===== src/rtl/fmult_accum_seq.sv =====
// Serial G.726 predictor: one FMULT-equivalent multiplier walks the six zero-section
// pairs and the two pole-section pairs, accumulating SEZI and SEI over eight cycles.
module fmult_accum_seq #(
    parameter int NPROD = 8,
    parameter int NZERO = 6
) (
    input  logic                  clk,
    input  logic                  reset_n,
    input  logic                  start,
    input  logic [16*NZERO-1:0]   b_flat,
    input  logic [11*NZERO-1:0]   dq_flat,
    input  logic [31:0]           a_flat,
    input  logic [21:0]           sr_flat,
    output logic                  busy,
    output logic                  done,
    output logic [14:0]           se,
    output logic [14:0]           sez
);
    localparam int IW = $clog2(NPROD);

    typedef enum logic {IDLE, CALC} state_t;

    state_t                   state;
    logic [IW-1:0]            idx;
    logic [15:0]              acc;
    logic [15:0]              sezi_r;
    logic [NPROD-1:0][15:0]   coef_r;
    logic [NPROD-1:0][10:0]   flt_r;

    // Operands are frozen at the accepting edge so the bus may move freely afterwards.
    always_ff @(posedge clk) begin
        if (state == IDLE && start) begin
            coef_r <= {a_flat, b_flat};
            flt_r  <= {sr_flat, dq_flat};
        end
    end

    logic [15:0] c;
    logic [10:0] f;
    logic [14:0] c_neg;
    logic [12:0] cmag;
    logic [3:0]  cexp;
    logic [18:0] cmant_w;
    logic [5:0]  cmant;
    logic [12:0] prod;
    logic [7:0]  wmant;
    logic [4:0]  wexp;
    logic [16:0] wbase;
    logic [16:0] wshift;
    logic [14:0] wmag;
    logic [15:0] wa;
    logic [15:0] sum;

    always_comb begin
        c       = coef_r[idx];
        f       = flt_r[idx];
        c_neg   = 15'd16384 - {1'b0, c[15:2]};
        cmag    = c[15] ? c_neg[12:0] : c[14:2];
        cexp    = 4'd0;
        for (int i = 0; i < 13; i++)
            if (cmag[i]) cexp = 4'(i + 1);
        // Normalised mantissa keeps its leading one at bit 5.
        cmant_w = {cmag, 6'b0} >> cexp;
        cmant   = (cmag == 13'd0) ? 6'd32 : cmant_w[5:0];
        prod    = {7'b0, cmant} * {7'b0, f[5:0]} + 13'd48;
        wmant   = prod[11:4];
        wexp    = {1'b0, cexp} + {1'b0, f[9:6]};
        wbase   = {2'b0, wmant, 7'b0};
        wshift  = (wexp > 5'd26) ? (wbase << (wexp - 5'd26)) : (wbase >> (5'd26 - wexp));
        wmag    = wshift[14:0];
        wa      = (c[15] ^ f[10]) ? (16'd0 - {1'b0, wmag}) : {1'b0, wmag};
        sum     = acc + wa;
    end

    always_ff @(posedge clk or negedge reset_n) begin
        if (!reset_n) begin
            state  <= IDLE;
            idx    <= '0;
            acc    <= '0;
            sezi_r <= '0;
            busy   <= 1'b0;
            done   <= 1'b0;
            se     <= '0;
            sez    <= '0;
        end else begin
            done <= 1'b0;
            case (state)
                IDLE: begin
                    if (start) begin
                        idx   <= '0;
                        acc   <= '0;
                        busy  <= 1'b1;
                        state <= CALC;
                    end
                end
                CALC: begin
                    acc <= sum;
                    idx <= idx + IW'(1);
                    if (idx == IW'(NZERO - 1))
                        sezi_r <= sum;
                    if (idx == IW'(NPROD - 1)) begin
                        se    <= sum[15:1];
                        sez   <= sezi_r[15:1];
                        done  <= 1'b1;
                        busy  <= 1'b0;
                        state <= IDLE;
                    end
                end
                default: state <= IDLE;
            endcase
        end
    end
endmodule


===== config.mk =====
export PLATFORM = sky130hd
export DESIGN_NAME = fmult_accum_seq
export DESIGN_NICKNAME = d
export VERILOG_FILES = /design/src/rtl/fmult_accum_seq.sv
export SDC_FILE = /design/constraint.sdc
export NUM_CORES = 1
export LEC_CHECK = 0
export ABC_AREA = 1
export ABC_CLOCK_PERIOD_IN_PS = 14800
export CAP_MARGIN = 20
export CORE_MARGIN = 2
export CORE_UTILIZATION = 42
export CTS_BUF_LIST = sky130_fd_sc_hd__clkbuf_8
export DETAILED_ROUTE_END_ITERATION = 10
export PLACE_DENSITY_LB_ADDON = 0.3
export SETUP_SLACK_MARGIN = 0.1
export SLEW_MARGIN = 20
export SYNTH_ARGS = -nofsm -noshare
export SYNTH_HDL_FRONTEND = slang
export SYNTH_SLANG_ARGS = --single-unit

===== constraint.sdc =====
create_clock -name clk -period 14.8 [get_ports clk]
set_input_delay 2.22 -clock clk [delete_from_list [all_inputs] [get_ports clk]]
set_output_delay 2.22 -clock clk [all_outputs]
set_load 0.03 [all_outputs]

==> impl_metrics.csv, run 1 <==
group,metric,value,unit
route,drc,0,
synthesis,yosys.area.top_type,"edfxtp_1",
run,max_cap_violations,0,
global_routing,top_usage_layer,"met2",
timing,setup-tns-final,0,ns
clock_network,clk_pin_slew,0.07,ns
die,num_rows,67,
critical_path,path_class,"reg2reg",
synthesis,syn_inst,1551,
clock_network,cts_tree,"yes",
synthesis,synth-async-reset-ratio,0.2509,
critical_path,slowest_delay,0.71,ns
die,core_area,33620,sq um
clock_network,holdBufCountCts,0,
critical_path,start_kind,"flip-flop",
final_layout,area_growth,24.40,%
clock_network,ctsResizeCount,0,
route,wirelength,34650,um
critical_path,ff2ff_setup_slack,3.00,ns
timing,fin_crit,11.80,ns
synthesis,synth_edf_count,200,
route,via_count,11350,
die,die_h,189.1,um
synthesis,synth.mux.area_fraction,0,
clock_network,postCtsSetupBuffers,0,
critical_path,worst_setup_path_end_kind,"flip-flop",
die,chipWidth,189.1,um
final_layout,fin_nets,2071,
synthesis,synth.avg_cell_area,9.278,sq um
synthesis,synth_top_family_by_area,"simple AND/OR/NAND/NOR gates",
global_routing,grt_antenna_before_repair,1,
synthesis,synth_fa_ha_area_frac,0.07304,
placed_design,port_buffers,234,
global_routing,grt_pass1_vias,11210,
placed_design,dpl.hpwl,24390,um
global_routing,grt-ovfl-total,0,
global_routing,grt_pass1_wl,56380,um
timing,clock_skew,0.02852,ns
clock_network,clock-root-buffer,"clkbuf_8",
timing,finalHoldViolations,0,
timing,tightest_slew,1.004,ns
min_path,min_path_type,"reg2reg",
synthesis,synth_seq_area_share,0.5339,
critical_path,crit_slowest_cell,"buf_4",
global_routing,grt_usage,0.1950,
synthesis,synth_ff_type,"edfxtp_1",
clock_network,htree_levels,2,
placed_design,finalWeightedCongestion,0.8434,
synthesis,synth_compound_area_frac,0.09147,
final_layout,drive_gt1_frac,0.07222,
timing,relSlewSlack,0.3286,
die,initial_core_util,0.4281,
route,via_per_inst,5.015,
global_routing,met3_usage,0.03318,
global_routing,grt_max_degree,111,
synthesis,yosys.area_share.simple,0.2191,
global_routing,grt_use_met1,0.2450,
timing,rsz0062_at_grt,"false",
synthesis,syn-num-nets,1842,
synthesis,synth_cell_type_count,47,
critical_path,critPathMaxFanout,75,
route,avgRoutedWirePerCell,15.31,um
timing,finalMaxSlewViolations,0,
clock_network,clock_sinks,267,
clock_network,clockBufferDepth,3,
synthesis,synth_xor_area_frac,0.02130,
status,outcome,"complete, no violations",
clock_network,numCtsBuffers,46,
route,drtIter0Drc,621,
die,io_pins,251,
global_routing,gr-usage-met2,0.3401,
critical_path,crit_top_cell,"nand2_1",
synthesis,yosys.area.top_type_share,0.4174,
synthesis,ys_seq_elements,267,
synthesis,syn_area,14390,sq um
timing,min_period_over_period,0.7973,
synthesis,synth_area_leaders,"edfxtp_1 42%, dfrtp_1 12%, nand2_1 11%, nand3_1 4.8%, ha_1 4.5%",
route,ant_nets,0,
route,first_pass_iters,5,
critical_path,cp.arrival,12.31,ns
clock_network,insertion_delay,0.58,ns
die,fp.dieArea,35760,sq um
critical_path,crit_required,15.31,ns
synthesis,synth_warnings,0,
timing,clock.fmax,0.08475,GHz
timing,finalSetupViolations,0,
-- path summary, 6_finish.rpt --
| check | start | to | cells after the start |
|---|---|---|---|
| min | sezi_r[2] | sez[1] | 2 |
| max | idx[0] | se[13] | 59 |
| min in group asynchronous | reset_n | se[12] | 2 |
| min reg2reg | sezi_r[2] | sez[1] | 2 |
| max reg2reg | idx[0] | se[13] | 59 |
| max in group asynchronous | reset_n | idx[0] | 2 |
-- per-layer routing --
metal,wire (um),vias up
li1,-,5673
met1,15030,5330
met2,17110,284
met3,1620,63
met4,892,0
met5,0,-
-- flip-flops by register name (all words and copies together), names as in the netlist --
name    count
done        1
sezi_r     15
flt_r      88
sez        15
state       1
acc        16
idx         3
coef_r    112
busy        1
se         15
-- Yosys cell counts (4+ instances only) --
master	instances
nand2_1	438
edfxtp_1	200
nand3_1	137
inv_1	127
nor2_1	114
o21ai_0	86
dfrtp_1	67
a21oi_1	56
ha_1	52
o21ai_1	34
clkbuf_1	25
nand2_2	25
xor2_1	22
fa_1	20
a32o_1	15
buf_2	14
xnor2_1	13
o22ai_1	12
buf_6	9
buf_4	8
inv_2	8
nand4_1	7
buf_1	6
nand3b_1	6
a31oi_1	5
or2_2	5
nand3_2	4
nor3_1	4
o21bai_1	4
-- placed cells by master (no fill, tap or decap), types with 8 or more instances in the layout --
| master | count |
|---|---|
| nand2_1 | 438 |
| clkdlybuf4s50_1 | 233 |
| edfxtp_1 | 200 |
| inv_1 | 139 |
| nand3_1 | 137 |
| nor2_1 | 114 |
| o21ai_0 | 86 |
| dfrtp_1 | 66 |
| a21oi_1 | 56 |
| ha_1 | 52 |
| clkbuf_8 | 52 |
| o21ai_1 | 34 |
| nand2_2 | 25 |
| xor2_1 | 22 |
| fa_1 | 20 |
| a32o_1 | 15 |
| xnor2_1 | 13 |
| o22ai_1 | 12 |
| clkinv_1 | 9 |
| inv_2 | 8 |
| buf_4 | 8 |
-- critical path, delay by kind of cell, from the launching register on --
family / cells / cell delay (ns)
xor+xnor: 3 / 0.78
compound gates: 11 / 2.37
flops: 1 / 0.69
fa+ha+maj: 7 / 3.18
simple gates: 32 / 3.36
buf+inv: 6 / 1.29
-- through the flow --
step           instance area [sq um]  std cells  worst slack [ns]  hold WS (ns)    util
3_5_place_dp                   17020       2180             3.028        0.4587  0.5063
5_1_grt                        17900       2263             1.777        0.4939  0.5325
6_report                       17900       2263             3.000        0.4645  0.5325
2_1_floorplan                  14390       1551             5.759        0.4422       -
4_1_cts                        17890       2262             2.941        0.4745  0.5323
3_3_place_gp                   17020       2180             3.253        0.4502  0.5063
-- logic make-up after synthesis --
kind of cell             count (synthesis)
XOR/XNOR                                35
AO/OA/AOI/OAI                          228
adder cells (fa/ha/maj)                 72
AND/OR/NAND/NOR                        747
flip-flops                             267
buffers and inverters                  202
-- final cells by class --
cell class / count / area (sq um)
inverter: 140 / 540.5
multi-input combinational: 1082 / 5827
clock inverter: 30 / 160.2
clock buffer: 52 / 715.7
fill: 2996 / 15720
tap: 448 / 560.5
timing repair buffer: 243 / 2409
antenna: 1 / 2.502
sequential: 267 / 7686
Power of run 1 is not shown: default switching activity piles up to over one toggle a cycle in this logic, so the estimate is an artifact.
==> inputs of run 2 (changes only) <==
ABC_CLOCK_PERIOD_IN_PS = 10100   (was 14800)
clock period = 10.1 ns   (was 14.8 ns; I/O delays follow)
==> run 2 against run 1 <==
Cell count up 2.5%. Global-route usage up 0.063 points. Worst setup slack worse by 2.4 ns. Clock-buffer cell count down 5. Highest routed layer unchanged.
==> impl_metrics.csv, run 2 (same netlist as run 1, synthesis figures left out) <==
group,metric,value,unit
status,outcome,"complete, no violations",
timing,finalSetupViolations,0,
route,via_per_inst,4.997,
die,initial_core_util,0.4281,
global_routing,grt_pass1_wl,56050,um
final_layout,final_cell_mix,"414 x nand2_1, 233 x clkdlybuf4s50_1, 200 x edfxtp_1",
die,fp.dieArea,35760,sq um
die,core_area,33620,sq um
final_layout,drive_gt1_frac,0.1394,
global_routing,grt_max_degree,129,
critical_path,cp.arrival,10.01,ns
route,drtIter0Drc,624,
timing,min_period_over_period,0.9442,
route,drc,0,
final_layout,fill_cells,2892,
clock_network,clk_pin_slew,0.06,ns
timing,fin_crit,9.536,ns
min_path,min_path_type,"reg2reg",
global_routing,grt_pass1_vias,11340,
clock_network,numCtsBuffers,45,
final_layout,multiInputGateArea,6252,sq um
critical_path,worst_setup_path_end_kind,"flip-flop",
route,wirelength,36070,um
critical_path,crit_slowest_cell,"dfrtp_4",
timing,clock_skew,0.02045,ns
global_routing,grt_antenna_before_repair,0,
clock_network,clock-root-buffer,"clkbuf_8",
clock_network,insertion_delay,0.59,ns
placed_design,finalWeightedCongestion,0.8840,
clock_network,clock_sinks,267,
final_layout,fin_util,0.5614,
final_layout,top_register,"coef_r",
critical_path,crit_top_cell,"nand2_2",
timing,finalHoldViolations,0,
clock_network,cts_tree,"yes",
final_layout,fin_nets,2132,
timing,rsz0062_at_grt,"true",
clock_network,clockBufferDepth,3,
final_layout,diodes,0,
critical_path,critPathMaxFanout,15,
die,chipWidth,189.1,um
die,num_rows,67,
final_layout,layout_commonest_cell,"nand2_1",
final_layout,top_regs,"coef_r: 112 flops, flt_r: 88 flops, acc: 16 flops",
final_layout,register_area,7686,sq um
critical_path,slowest_delay,0.54,ns
die,die_h,189.1,um
timing,clock.fmax,0.1049,GHz
timing,finalMaxSlewViolations,0,
final_layout,largest_reg_flops,112,
global_routing,grt-ovfl-total,0,
global_routing,grt_usage,0.1956,
route,avgRoutedWirePerCell,15.55,um
placed_design,dpl.hpwl,25240,um
critical_path,path_class,"reg2reg",
die,io_pins,251,
placed_design,port_buffers,234,
critical_path,start_kind,"flip-flop",
timing,relSlewSlack,0.3540,
route,ant_nets,0,
route,first_pass_iters,5,
route,via_count,11590,
critical_path,crit_required,10.57,ns
timing,tightest_slew,0.9663,ns
final_layout,area_growth,31.15,%
clock_network,htree_levels,2,
run,max_cap_violations,0,
==> run 2: cell types whose count changed in the layout (fill, tap and decap cells not counted), moves of 8 or more <==
cell	previous run	this run
buf_4	8	58
nand2_1	438	414
nand2_2	25	43
nand3_1	137	128
o21ai_0	86	75
o21ai_2	3	11
==> run 2: per-stage QoR <==
stage	hold slack (ns)	worst slack [ns]	instances	cell area, sq um	TNS (ns)
finish	0.4663	0.5637	2320	18870	0
global route	0.4815	0.005309	2320	18870	0
CTS	0.4661	0.1216	2295	18200	0
detailed placement	0.4519	-0.1046	2216	17330	-0.4549
global placement	0.4503	0.06229	2216	17330	0
floorplan	0.4422	1.059	1551	14390	0
==> run 2: critical path, delay by kind of cell, from the launching register on <==
family / cells / cell delay [ns]
buffers and inverters: 10 / 0.96
adders and majority gates: 7 / 2.78
AOI/OAI and AO/OA: 11 / 1.69
and+or+nand+nor: 30 / 3.01
xor gates and xnor gates: 2 / 0.42
DFF: 1 / 0.54
==> run 2: worst paths after layout <==
kind	startpoint	to	slack, ns	cells past startpoint
max in group asynchronous	reset_n	idx[0]	8.35	2
hold reg to reg	sezi_r[14]	sez[13]	0.47	2
hold / removal	sezi_r[14]	sez[13]	0.47	2
min in group asynchronous	reset_n	sez[13]	1.13	2
setup / recovery	idx[0]	se[14]	0.56	60
setup reg to reg	idx[0]	se[14]	0.56	60
==> run 2: repair_timing <==
item,CTS,global route
pin swaps,1,47
gates cloned,0,3
hold buffers,0,0
endpoints found under the setup margin,10,21
buffers inserted,1,22
resized for setup,5,111
==> run 2: final cells by class <==
class / count / share of cell area
clock buffers: 47 / 0.03427
clock inverters: 31 / 0.01120
inverters: 140 / 0.02930
multi-input cells: 1084 / 0.3313
flip-flops and latches: 267 / 0.4073
well taps: 448 / 0.02970
repair buffers: 303 / 0.1570
==> run 2: routing by layer <==
metal | routed length (um) | share of wire | global-route usage
met1 | 15380 | 0.43 | 0.2385
met2 | 17910 | 0.50 | 0.3418
met3 | 1846 | 0.051 | 0.03726
met4 | 941 | 0.026 | 0.07722
met5 | 0 | 0 | 0
Power of run 2 is left out for the same reason.
==> inputs of run 3 (changes only) <==
CORE_MARGIN = unset   (was 2)
HOLD_SLACK_MARGIN = 0.05   (was unset)
==> run 3 against run 2 <==
Design area up 2.3%. Worst setup slack better by 0.023 ns. Critical path depth up 3. Die area down 2.1%. Clock skew up 0.011 ns. Core utilization up 1.3 points. Maximum frequency up 0.24%. Critical endpoint unchanged. Clock-buffer cell count up 1. Cell count up 1.6%.
==> impl_metrics.csv, run 3 (same netlist as run 1, synthesis figures left out) <==
group,metric,value,unit
critical_path,cp.arrival,9.97,ns
clock_network,htree_levels,2,
die,initial_core_util,0.4281,
global_routing,grt_pass1_wl,56620,um
die,chipWidth,187.1,um
timing,finalHoldViolations,0,
route,via_per_inst,5.025,
final_layout,diodes,0,
critical_path,path_class,"reg2reg",
timing,clock_skew,0.03098,ns
die,num_rows,67,
final_layout,fin_util,0.5743,
critical_path,crit_top_cell,"nand2_2",
critical_path,crit_slowest_cell,"fa_1",
die,core_area,33620,sq um
route,drtIter0Drc,639,
timing,rsz0062_at_grt,"true",
clock_network,clockBufferDepth,3,
final_layout,fin_nets,2173,
final_layout,largest_reg_flops,112,
route,drc,0,
critical_path,crit_buf_inv,10,
final_layout,final_cell_mix,"401 x nand2_1, 233 x clkdlybuf4s50_1, 200 x edfxtp_1",
final_layout,drive_gt1_frac,0.1691,
placed_design,dpl.hpwl,25520,um
global_routing,grt-ovfl-total,0,
timing,tightest_slew,0.9716,ns
timing,min_period_over_period,0.9419,
clock_network,numCtsBuffers,45,
timing,clock.fmax,0.1051,GHz
global_routing,grt_pass1_vias,11540,
die,io_pins,251,
die,die_h,187.1,um
timing,finalSetupViolations,0,
route,via_count,11850,
timing,fin_crit,9.513,ns
critical_path,worst_setup_path_end_kind,"flip-flop",
critical_path,critPathMaxFanout,9,
final_layout,layout_commonest_cell,"nand2_1",
final_layout,top_regs,"coef_r: 112 flops, flt_r: 88 flops, acc: 16 flops",
final_layout,fill_cells,2902,
placed_design,port_buffers,234,
route,ant_nets,0,
die,fp.dieArea,35010,sq um
final_layout,top_register,"coef_r",
global_routing,grt_usage,0.1996,
clock_network,clk_pin_slew,0.05,ns
status,outcome,"complete, no violations",
clock_network,cts_tree,"yes",
clock_network,clock_sinks,267,
placed_design,finalWeightedCongestion,0.9080,
timing,finalMaxSlewViolations,0,
clock_network,clock-root-buffer,"clkbuf_8",
critical_path,slowest_delay,0.55,ns
route,wirelength,36260,um
clock_network,insertion_delay,0.58,ns
critical_path,cpLargestDelayFamily,"simple AND/OR/NAND/NOR gates",
critical_path,start_kind,"flip-flop",
global_routing,grt_antenna_before_repair,0,
final_layout,area_growth,34.15,%
global_routing,grt_max_degree,128,
run,max_cap_violations,0,
critical_path,crit_required,10.56,ns
route,first_pass_iters,7,
timing,relSlewSlack,0.3505,
clock_network,holdBufCountCts,0,
min_path,min_path_type,"reg2reg",
route,avgRoutedWirePerCell,15.38,um
-- run 3: changes by cell type in the layout (fill, tap and decap cells not counted), moves of 3 or more --
| cell | delta |
|---|---|
| buf_4 | +32 |
| buf_6 | +3 |
| bufinv_16 | -3 |
| clkbuf_16 | +4 |
| clkinv_1 | -6 |
| inv_2 | +4 |
| nand2_1 | -13 |
| nand2_2 | +11 |
| nand3_1 | -6 |
| nand3_2 | +6 |
| nor2_1 | -3 |
-- run 3: final timing paths --
check	startpoint	endpoint	slack, ns	depth (start not counted)
max in group asynchronous	reset_n	idx[0]	8.35	2
setup reg to reg	idx[0]	se[14]	0.59	63
hold reg to reg	sezi_r[14]	sez[13]	0.47	2
min in group asynchronous	reset_n	se[11]	1.13	2
setup / recovery	idx[0]	se[14]	0.59	63
hold / removal	sezi_r[14]	sez[13]	0.47	2
-- run 3: worst reg2reg max path: cells and delay by family, from the launching register on --
family | cells | cell delay [ns]
AND/OR/NAND/NOR | 33 | 3.14
flip-flops | 1 | 0.48
AO/OA/AOI/OAI | 11 | 1.50
adder cells (fa/ha/maj) | 7 | 2.98
buffers and inverters | 10 | 0.90
XOR/XNOR | 2 | 0.45
-- run 3: cell type report --
| cell class | count | area, sq um | share of cell area |
|---|---|---|---|
| multi-input cells | 1084 | 6347 | 0.3288 |
| clock inverters | 27 | 116.4 | 0.006028 |
| clock buffers | 48 | 660.6 | 0.03422 |
| inverters | 140 | 556.8 | 0.02884 |
| well taps | 448 | 560.5 | 0.02904 |
| repair buffers | 344 | 3377 | 0.1749 |
| flip-flops and latches | 267 | 7686 | 0.3981 |
-- run 3: per-stage QoR --
stage	worst slack, ns	TNS [ns]	cells	hold slack, ns	cell area (sq um)
5_1_grt	-0.06389	-0.2609	2358	0.4914	19300
3_5_place_dp	0.03463	0	2249	0.4553	17590
4_1_cts	0.1135	0	2327	0.4679	18400
2_1_floorplan	1.059	0	1551	0.4422	14390
3_3_place_gp	0.1884	0	2249	0.4507	17590
6_report	0.5866	0	2358	0.4652	19300
-- run 3: layer usage --
metal	wire length, um	global-route usage	share of wire	vias up
li1	-	-	-	5882
met1	15390	0.2493	0.42	5604
met2	18560	0.3547	0.51	318
met3	1715	0.03208	0.047	45
met4	598	0.05769	0.016	0
met5	0	0	0	-
-- run 3: repair_timing --
item,CTS,global route
gates resized for setup,3,149
endpoints found under the hold margin,0,0
setup endpoints to repair,6,23
setup buffers,3,24
pin swaps,0,64
cloned,0,7
Power of run 3 is left out for the same reason.
